<file path="config.mk">
export PLATFORM = sky130hd
export DESIGN_NAME = alu_operand_stage_flat
export DESIGN_NICKNAME = d
export VERILOG_FILES = /design/src/rtl/alu_pkg.sv /design/src/rtl/alu_operand_stage_if.sv /design/src/rtl/alu_seq_mul.sv /design/src/rtl/alu_operand_stage.sv /design/src/flat_wrapper.sv
export SDC_FILE = /design/constraint.sdc
export NUM_CORES = 1
export LEC_CHECK = 0
export ABC_CLOCK_PERIOD_IN_PS = 6700
export CAP_MARGIN = 20
export CORE_ASPECT_RATIO = 1.2
export CORE_MARGIN = 1
export CORE_UTILIZATION = 54
export CTS_BUF_LIST = sky130_fd_sc_hd__clkbuf_8 sky130_fd_sc_hd__clkbuf_16
export CTS_CLUSTER_DIAMETER = 30
export DETAILED_ROUTE_END_ITERATION = 10
export PLACE_DENSITY = 0.86
export SLEW_MARGIN = 20
export SYNTH_ARGS = -nofsm -noshare
export SYNTH_HDL_FRONTEND = slang
export SYNTH_SLANG_ARGS = --single-unit
</file>
<file path="constraint.sdc">
create_clock -name clk -period 6.7 [get_ports clk]
set_clock_uncertainty 0.1 [all_clocks]
set_input_delay 1.34 -clock clk [delete_from_list [all_inputs] [get_ports clk]]
set_output_delay 1.34 -clock clk [all_outputs]
set_load 0.01 [all_outputs]
</file>
<file path="src/rtl/alu_pkg.sv">
// Shared definitions for the ALU operand stage: op select codes, handshake states, default width.
package alu_pkg;

  localparam int DATA_W_DEF = 8;

  localparam logic [2:0] OP_NOT_A = 3'd0;
  localparam logic [2:0] OP_OR    = 3'd1;
  localparam logic [2:0] OP_AND   = 3'd2;
  localparam logic [2:0] OP_XOR   = 3'd3;
  localparam logic [2:0] OP_ADD   = 3'd4;
  localparam logic [2:0] OP_SUB   = 3'd5;
  localparam logic [2:0] OP_MUL   = 3'd6;
  localparam logic [2:0] OP_NOT_B = 3'd7;

  typedef enum logic [1:0] {
    ST_IDLE,
    ST_MUL,
    ST_HOLD
  } state_t;

endpackage

</file>
<file path="src/rtl/alu_operand_stage_if.sv">
// Request/result bundle between the requester, the operand stage and the 8:1 result selector.
interface alu_operand_stage_if
  import alu_pkg::*;
#(
  parameter int DATA_W = DATA_W_DEF
);
  localparam int OUT_W = 2 * DATA_W;

  logic              in_valid;
  logic              in_ready;
  logic [DATA_W-1:0] in_a;
  logic [DATA_W-1:0] in_b;
  logic [2:0]        in_sel;
  logic              out_valid;
  logic              out_ready;
  logic [2:0]        out_sel;
  logic [OUT_W-1:0]  lane0, lane1, lane2, lane3, lane4, lane5, lane6, lane7;
  logic              mul_busy;

  modport master (
    output in_valid, in_a, in_b, in_sel, out_ready,
    input  in_ready, out_valid, out_sel, mul_busy,
    input  lane0, lane1, lane2, lane3, lane4, lane5, lane6, lane7
  );

  modport slave (
    input  in_valid, in_a, in_b, in_sel, out_ready,
    output in_ready, out_valid, out_sel, mul_busy,
    output lane0, lane1, lane2, lane3, lane4, lane5, lane6, lane7
  );

endinterface

</file>
<file path="src/rtl/alu_seq_mul.sv">
// Shift-add unsigned multiplier, one multiplier bit per cycle.
// ALU_MUL_EARLY_EXIT_EN: stop as soon as the remaining multiplier bits are all zero.
module alu_seq_mul
  import alu_pkg::*;
#(
  parameter int DATA_W = DATA_W_DEF
) (
  input  logic                clk,
  input  logic                rst_n,
  input  logic                start_i,
  input  logic [DATA_W-1:0]   a_i,
  input  logic [DATA_W-1:0]   b_i,
  output logic                busy_o,
  output logic                done_o,
  output logic [2*DATA_W-1:0] product_o
);
  localparam int OUT_W = 2 * DATA_W;
  localparam int CNT_W = $clog2(DATA_W + 1);
`ifdef ALU_MUL_EARLY_EXIT_EN
  localparam bit EARLY_EXIT = 1'b1;
`else
  localparam bit EARLY_EXIT = 1'b0;
`endif

  logic [OUT_W-1:0]  mcand_q, mcand_d, prod_q, prod_d;
  logic [DATA_W-1:0] mplier_q, mplier_d;
  logic [CNT_W-1:0]  cnt_q, cnt_d;
  logic              busy_q, busy_d, last;

  always_comb begin
    mcand_d  = mcand_q;
    mplier_d = mplier_q;
    prod_d   = prod_q;
    cnt_d    = cnt_q;
    busy_d   = busy_q;
    last     = 1'b0;
    if (start_i) begin
      mcand_d  = {{DATA_W{1'b0}}, a_i};
      mplier_d = b_i;
      prod_d   = '0;
      cnt_d    = '0;
      busy_d   = 1'b1;
    end else if (busy_q) begin
      prod_d   = mplier_q[0] ? (prod_q + mcand_q) : prod_q;
      mcand_d  = mcand_q << 1;
      mplier_d = mplier_q >> 1;
      cnt_d    = cnt_q + 1'b1;
      last     = (cnt_q == CNT_W'(DATA_W - 1)) || (EARLY_EXIT && (mplier_d == '0));
      busy_d   = !last;
    end
  end

  always_ff @(posedge clk or negedge rst_n) begin
    if (!rst_n) begin
      mcand_q  <= '0;
      mplier_q <= '0;
      prod_q   <= '0;
      cnt_q    <= '0;
      busy_q   <= 1'b0;
    end else begin
      mcand_q  <= mcand_d;
      mplier_q <= mplier_d;
      prod_q   <= prod_d;
      cnt_q    <= cnt_d;
      busy_q   <= busy_d;
    end
  end

  // done is combinational so the caller can capture the final product on the last iteration edge.
  assign done_o    = last;
  assign product_o = prod_d;
  assign busy_o    = busy_q;

endmodule

</file>
<file path="src/rtl/alu_operand_stage.sv">
// Execute stage feeding the 8:1 ALU selector: handshake FSM, single-cycle lanes, sequential multiply.
// ALU_MUL_EARLY_EXIT_EN (in alu_seq_mul) shortens multiply latency only; results are unchanged.
module alu_operand_stage
  import alu_pkg::*;
#(
  parameter int DATA_W = DATA_W_DEF
) (
  input  logic                clk,
  input  logic                rst_n,
  alu_operand_stage_if.slave  bus
);
  localparam int OUT_W = 2 * DATA_W;

  state_t            state_q, state_d;
  logic [OUT_W-1:0]  lanes_q [8];
  logic [OUT_W-1:0]  lanes_d [8];
  logic [2:0]        sel_q, sel_d;
  logic              in_ready, accept, mul_start, mul_done, mul_busy;
  logic [OUT_W-1:0]  mul_product;
  logic [DATA_W:0]   sum_w, diff_w;

  assign accept    = bus.in_valid && in_ready;
  assign mul_start = accept && (bus.in_sel == OP_MUL);

  always_comb begin
    state_d  = state_q;
    in_ready = 1'b0;
    case (state_q)
      ST_IDLE: begin
        in_ready = 1'b1;
        if (bus.in_valid) state_d = (bus.in_sel == OP_MUL) ? ST_MUL : ST_HOLD;
      end
      ST_MUL: begin
        if (mul_done) state_d = ST_HOLD;
      end
      ST_HOLD: begin
        if (bus.out_ready) begin
          in_ready = 1'b1;
          if (bus.in_valid) state_d = (bus.in_sel == OP_MUL) ? ST_MUL : ST_HOLD;
          else              state_d = ST_IDLE;
        end
      end
      default: state_d = ST_IDLE;
    endcase
  end

  assign sum_w  = {1'b0, bus.in_a} + {1'b0, bus.in_b};
  assign diff_w = {1'b0, bus.in_a} - {1'b0, bus.in_b};

  always_comb begin
    lanes_d = lanes_q;
    sel_d   = sel_q;
    if (accept) begin
      lanes_d[0] = {{DATA_W{1'b0}}, ~bus.in_a};
      lanes_d[1] = {{DATA_W{1'b0}}, bus.in_a | bus.in_b};
      lanes_d[2] = {{DATA_W{1'b0}}, bus.in_a & bus.in_b};
      lanes_d[3] = {{DATA_W{1'b0}}, bus.in_a ^ bus.in_b};
      lanes_d[4] = {{(DATA_W-1){1'b0}}, sum_w};
      lanes_d[5] = {{(DATA_W-1){1'b0}}, diff_w};
      lanes_d[6] = '0;
      lanes_d[7] = {{DATA_W{1'b0}}, ~bus.in_b};
      sel_d      = bus.in_sel;
    end else if ((state_q == ST_MUL) && mul_done) begin
      lanes_d[6] = mul_product;
    end
  end

  always_ff @(posedge clk or negedge rst_n) begin
    if (!rst_n) begin
      state_q <= ST_IDLE;
      sel_q   <= '0;
    end else begin
      state_q <= state_d;
      sel_q   <= sel_d;
    end
  end

  for (genvar gi = 0; gi < 8; gi++) begin : g_lane
    always_ff @(posedge clk or negedge rst_n) begin
      if (!rst_n) lanes_q[gi] <= '0;
      else        lanes_q[gi] <= lanes_d[gi];
    end
  end

  alu_seq_mul #(.DATA_W(DATA_W)) u_mul (
    .clk       (clk),
    .rst_n     (rst_n),
    .start_i   (mul_start),
    .a_i       (bus.in_a),
    .b_i       (bus.in_b),
    .busy_o    (mul_busy),
    .done_o    (mul_done),
    .product_o (mul_product)
  );

  assign bus.in_ready  = in_ready;
  assign bus.out_valid = (state_q == ST_HOLD);
  assign bus.out_sel   = sel_q;
  assign bus.mul_busy  = mul_busy;
  assign bus.lane0     = lanes_q[0];
  assign bus.lane1     = lanes_q[1];
  assign bus.lane2     = lanes_q[2];
  assign bus.lane3     = lanes_q[3];
  assign bus.lane4     = lanes_q[4];
  assign bus.lane5     = lanes_q[5];
  assign bus.lane6     = lanes_q[6];
  assign bus.lane7     = lanes_q[7];

endmodule

</file>
<file path="src/flat_wrapper.sv">
// flat-port wrapper written by rule: the top's interface ports become plain ports
module alu_operand_stage_flat import alu_pkg::*;
#(
  parameter int DATA_W = DATA_W_DEF
)
  (clk, rst_n, bus_in_valid, bus_in_a, bus_in_b, bus_in_sel, bus_out_ready, bus_in_ready, bus_out_valid, bus_out_sel, bus_mul_busy, bus_lane0, bus_lane1, bus_lane2, bus_lane3, bus_lane4, bus_lane5, bus_lane6, bus_lane7);
  alu_operand_stage_if #(.DATA_W(DATA_W)) bus_i ();
  input  logic clk;
  input  logic rst_n;
  input wire logic [$bits(bus_i.in_valid)-1:0] bus_in_valid;
  input wire logic [$bits(bus_i.in_a)-1:0] bus_in_a;
  input wire logic [$bits(bus_i.in_b)-1:0] bus_in_b;
  input wire logic [$bits(bus_i.in_sel)-1:0] bus_in_sel;
  input wire logic [$bits(bus_i.out_ready)-1:0] bus_out_ready;
  output wire logic [$bits(bus_i.in_ready)-1:0] bus_in_ready;
  output wire logic [$bits(bus_i.out_valid)-1:0] bus_out_valid;
  output wire logic [$bits(bus_i.out_sel)-1:0] bus_out_sel;
  output wire logic [$bits(bus_i.mul_busy)-1:0] bus_mul_busy;
  output wire logic [$bits(bus_i.lane0)-1:0] bus_lane0;
  output wire logic [$bits(bus_i.lane1)-1:0] bus_lane1;
  output wire logic [$bits(bus_i.lane2)-1:0] bus_lane2;
  output wire logic [$bits(bus_i.lane3)-1:0] bus_lane3;
  output wire logic [$bits(bus_i.lane4)-1:0] bus_lane4;
  output wire logic [$bits(bus_i.lane5)-1:0] bus_lane5;
  output wire logic [$bits(bus_i.lane6)-1:0] bus_lane6;
  output wire logic [$bits(bus_i.lane7)-1:0] bus_lane7;
  assign bus_i.in_valid = bus_in_valid;
  assign bus_i.in_a = bus_in_a;
  assign bus_i.in_b = bus_in_b;
  assign bus_i.in_sel = bus_in_sel;
  assign bus_i.out_ready = bus_out_ready;
  assign bus_in_ready = bus_i.in_ready;
  assign bus_out_valid = bus_i.out_valid;
  assign bus_out_sel = bus_i.out_sel;
  assign bus_mul_busy = bus_i.mul_busy;
  assign bus_lane0 = bus_i.lane0;
  assign bus_lane1 = bus_i.lane1;
  assign bus_lane2 = bus_i.lane2;
  assign bus_lane3 = bus_i.lane3;
  assign bus_lane4 = bus_i.lane4;
  assign bus_lane5 = bus_i.lane5;
  assign bus_lane6 = bus_i.lane6;
  assign bus_lane7 = bus_i.lane7;
  alu_operand_stage #(.DATA_W(DATA_W)) u_core (.clk(clk), .rst_n(rst_n), .bus(bus_i));
endmodule
</file>
# == After elaboration in Yosys (flattened, before gate mapping) ==
# Index checks and enable logic that the tools add are counted.
# classes
n_addsub,4
eq_ne,7
muxes,23
n_bitwise,5
n_reduce_logical,8
# ops
op,n
16-bit two-way mux,7
16-bit adder,1
8-bit two-way mux,2
8-bit inverter,2
2-bit two-way mux,5
8-bit by 8-bit adder with 9-bit output,1
8-bit by 8-bit subtractor with 9-bit output,1
8-bit bitwise AND,1
4-bit two-way mux,2
8-bit OR,1
8-bit XOR,1
2-bit case mux with 3 select lines,1
1-bit two-way mux,5
4-bit by 1-bit adder with 4-bit output (second input constant),1
4-bit by 3-bit equality test with 1-bit output (second input constant),1
2-bit inequality test (second input constant),2
2-bit nonzero test,2
3-bit equality test (second input constant),1
1-bit logical AND,3
3-bit AND reduction,1
2-bit by 1-bit equality test with 1-bit output (second input constant),1
2-bit equality test (second input constant),1
2-bit logical NOT,1
2-bit by 1-bit inequality test with 1-bit output (second input constant),1
2 further kinds,2
# totals
regBits,124

# == Logic depth before layout (Yosys ltp) ==
# depth
word_depth,8
ltp_mapped,10
depth_no_buf,10

# == Modules after synthesis ==
# Synthesis repeated with hierarchy kept, for this count alone.
# unflattened
hier_cells,726
area_unflattened_um2,6681.4
# by_module_without_submodules
module,instances,cells_each,area_each_um2,seq_area_each_um2
alu_operand_stage,1,453,4080.2,1926.8
alu_seq_mul,1,273,2601.2,1126.1

# == Least setup slack after synthesis ==
# Ideal clock, no wire load.
# synth_path
path_type,input -> register
from,in bus_in_b[1]
to,reg u_core.lanes_q (netlist bit u_core.bus.lane4[7])
setup_ns,0.133
t_arrival_ns,2.855
required_ns,6.467
setup_slack_ns,3.612
cell_stages,9
path_cell_list,inv_1 > ha_1 > a21o_1 > a21oi_1 > o21bai_1 > a211o_1 > a31oi_1 > xor2_1 > o21ai_0
# synth_via
elab_chain_len,1
# synth_rtl
item,line,rtl
"start, declared",flat_wrapper.sv:12,input wire logic [$bits(bus_i.in_b)-1:0] bus_in_b;
8-bit by 8-bit adder with 9-bit output,alu_operand_stage.sv:47,"assign sum_w = {1'b0, bus.in_a} + {1'b0, bus.in_b};"
"end signal, assigned by index",alu_operand_stage.sv:81,else lanes_q[gi] <= lanes_d[gi];
"end, declared",alu_operand_stage.sv:15,logic [OUT_W-1:0] lanes_q [8];
# No other way between the ends.
# A chain may end at the register's enable or synchronous reset.

# == Worst setup path after layout ==
# layout_path
from,in bus_out_ready
to,out bus_in_ready
# layout_via
elab_chain_len,2
# layout_rtl
item,line,rtl
"start, declared",flat_wrapper.sv:14,input wire logic [$bits(bus_i.out_ready)-1:0] bus_out_ready;
1-bit two-way mux,alu_operand_stage.sv:37,if (bus.out_ready) begin
1-bit case mux with 2 select lines,alu_operand_stage.sv:28,case (state_q)
"end, declared",flat_wrapper.sv:15,output wire logic [$bits(bus_i.in_ready)-1:0] bus_in_ready;
# No other way between the ends.

==> metrics.csv <==
metric,value,unit
met1_usage,29.9,%
crit_family,buffers and inverters,
cts_setup_buffers,0,
setup_violations,0,
status,finished clean,
relSlewSlack,35.1,%
drc,0,
r2r_setup_slack,3640,ps
syn_to_final_growth,22.5,%
firstDrtPassIters,5,
cts_resized,0,
synthFlopType,dfrtp_1,
synth_top_area_share,46.3,%
first_global_vias,4937,
drive_gt1_share,5.56,%
ios,157,
antenna_cells,0,
finalHoldViolCount,0,
use_met2,42.1,%
cpMaxStageDelayCell,clkdlybuf4s50_1,
startpoint_type,input port,
reg2reg_depth,7,
reg2reg_from,u_core.state_q[1],
final_nets,864,
vias,5157,
hp-class,reg -> reg,
place_ws,2150,ps
rr_endpoint,u_core.bus.lane6[5],
hpwlAfterDp,10.2,mm
cts_root_buf,clkbuf_16,
timing.fmax,0.234,GHz
grt_start_max_net_pins,112,
ys_seq_elements,122,
worst-setup-path-type,in -> out,
die-area,12600,sq um
syn_avg_cell_area,9.32,sq um
coreArea,11700,sq um
yosysMostFrequentCell,nand2_1,
period_share,63.9,%
crit_buf_inv,2,
synth_edf_count,0,
crit_arrival,2840,ps
cts_buffers,17,
synth_top_area_cell,dfrtp_1,
grt_pass1_wl,23.7,mm
cpPeakStageDelay,610,ps
maxSlewViolCount,0,
hold_depth,2,
portBuffers,102,
cts_num_sinks,122,
ant_nets,0,
netlist_area,6590,sq um
cts_tree,built,
synthArstFlopShare,100,%
cp.depth,4,
cp-startpoint,bus_out_ready,
crit_end,bus_in_ready,
die_x,103,um
cts_buffer_depth,2,
power_density,370,nW/um^2
grt_busiest_layer,met2,
cts_max_level,4,
wl_per_cell,15.7,um
grt_overflow,0,
fin_total_pwr,2.99,mW
drv_cap,0,
cts_hold_buf,0,
cp_max_fo,3,
gp_routability_congestion,0.933,
synth_common_cells,"nand2_1 (134), dfrtp_1 (122), o21ai_0 (81)",
layout_min_cycle_time,4280,ps
use_met3,5.20,%
crit_chain,clkdlybuf4s50_1 -> nor2b_1 -> nor2_1 -> clkdlybuf4s50_1,
worst_ep_required_time,5260,ps
crit_top_cell,clkdlybuf4s50_1,
netlist_instances,707,
num_rows,43,
synth-seq-area-share,46.3,%
synth.area.top_cells,"dfrtp_1 (46%), nand2_1 (7.6%), ha_1 (7.6%)",
drt_iter0_drc,212,
via_per_inst,5.33,
clk_latency,420,ps
fin_tns_setup,0,ps
ir_worst_vdd,0.212,mV
tightest_slew,973,ps
fin_util,68.8,%
rsz0062_at_grt,no,
synth.yosys.warnings,0,
setup_ws,2420,ps
die_y,123,um
start_util,56.2,%
grtUsageTotal,24.6,%
clkTransAtPathRegs,50,ps
endpoint_kind,output pin,
ys_types,51,
antenna_found_initial,0,
routed_wirelength,15.1,mm
p_leak,3.88,nW
-- layer usage --
layer | up-vias | routed length, um
met3 | 35 | 760
met1 | 2475 | 6190
met5 | - | 0
li1 | 2444 | -
met2 | 203 | 7790
met4 | 0 | 395
-- power breakdown --
part	internal (mW)	switching (mW)	total [mW]	leakage, nW
Combinational	0.481	0.582	1.06	2.04
Sequential	0.929	0.154	1.08	1.56
Clock	0.524	0.317	0.841	0.275
Total	1.93	1.05	2.99	3.88
-- how the worst min path moves through the flow --
stage / from / slack [ps] / end
2_1_floorplan: u_core.u_mul.prod_q[7] / 400 / u_core.u_mul.prod_q[7]
3_3_place_gp: u_core.bus.lane7[5] / 360 / u_core.bus.lane7[5]
3_5_place_dp: u_core.bus.lane2[6] / 370 / u_core.bus.lane2[6]
4_1_cts: u_core.bus.lane7[3] / 380 / u_core.bus.lane7[3]
5_1_grt: u_core.bus.out_sel[1] / 400 / u_core.bus.out_sel[1]
6_report: u_core.bus.lane3[7] / 380 / u_core.bus.lane3[7]
-- registers in the layout (all words and copies together) (netlist names) --
name	count
u_core.bus.lane0	8
u_core.bus.lane1	8
u_core.bus.lane2	8
u_core.bus.lane3	8
u_core.bus.lane4	8
u_core.bus.lane5	8
u_core.bus.lane6	16
u_core.bus.lane7	8
u_core.bus.out_sel	3
u_core.state_q	2
u_core.u_mul.busy_o	1
u_core.u_mul.cnt_q	4
u_core.u_mul.mcand_q	16
u_core.u_mul.mplier_q	8
u_core.u_mul.prod_q	16
-- kinds of logic (layout without fill, tap and decap cells) --
| family | Yosys count | in the layout | synth area share, % |
|---|---|---|---|
| AND/OR/NAND/NOR | 212 | 212 | 13.7 |
| AO/OA/AOI/OAI | 166 | 166 | 14.6 |
| flip-flops | 122 | 122 | 46.3 |
| buffers and inverters | 115 | 165 | 9.93 |
| adder cells (fa/ha/maj) | 43 | 43 | 8.51 |
| multiplexers | 25 | 25 | 3.80 |
| XOR/XNOR | 23 | 23 | 3.06 |
| other | 1 | 54 | 0.0569 |
-- worst register-to-register path: stages, from the launching register on --
cell and delay (ps):
dfrtp_1 440, nor2b_1 190, nor2_1 290, nand2_4 550, nor2_4 810, buf_16 260
a21oi_1 90, a22o_1 220
-- final cells by class --
cell class | count | area, sq um
clock buffer | 23 | 508
clock inverter | 8 | 45.0
fill | 870 | 3660
inverter | 29 | 109
multi-input combinational | 523 | 3100
sequential | 122 | 3050
tap | 157 | 196
timing repair buffer | 105 | 1060
-- cells in the final DEF, fill, tap and decap left out, drive strengths merged, types with 2 or more instances in the layout --
cell,count
inv,31
fa,3
o21bai,10
nand3b,3
xnor2,15
buf,4
clkbuf,23
a31oi,5
nor2b,4
and2,4
a221oi,2
clkinv,3
clkdlybuf4s50,101
nand2,135
a21o,6
a211oi,3
o211ai,4
a22o,4
a21oi,42
mux2i,25
o21ai,81
clkinvlp,3
and3,3
dfrtp,122
nor3,7
conb,54
ha,40
xor2,8
nand2b,4
nor2,45
-- stage by stage --
step	hold WS (ps)	instances	cell area [sq um]
after floorplan	396	760	6790
after global placement	360	935	7490
after detailed placement	372	935	7490
after CTS	384	966	8040
after global routing	401	967	8070
final	380	967	8070
Power figures use the tool's default switching activity.
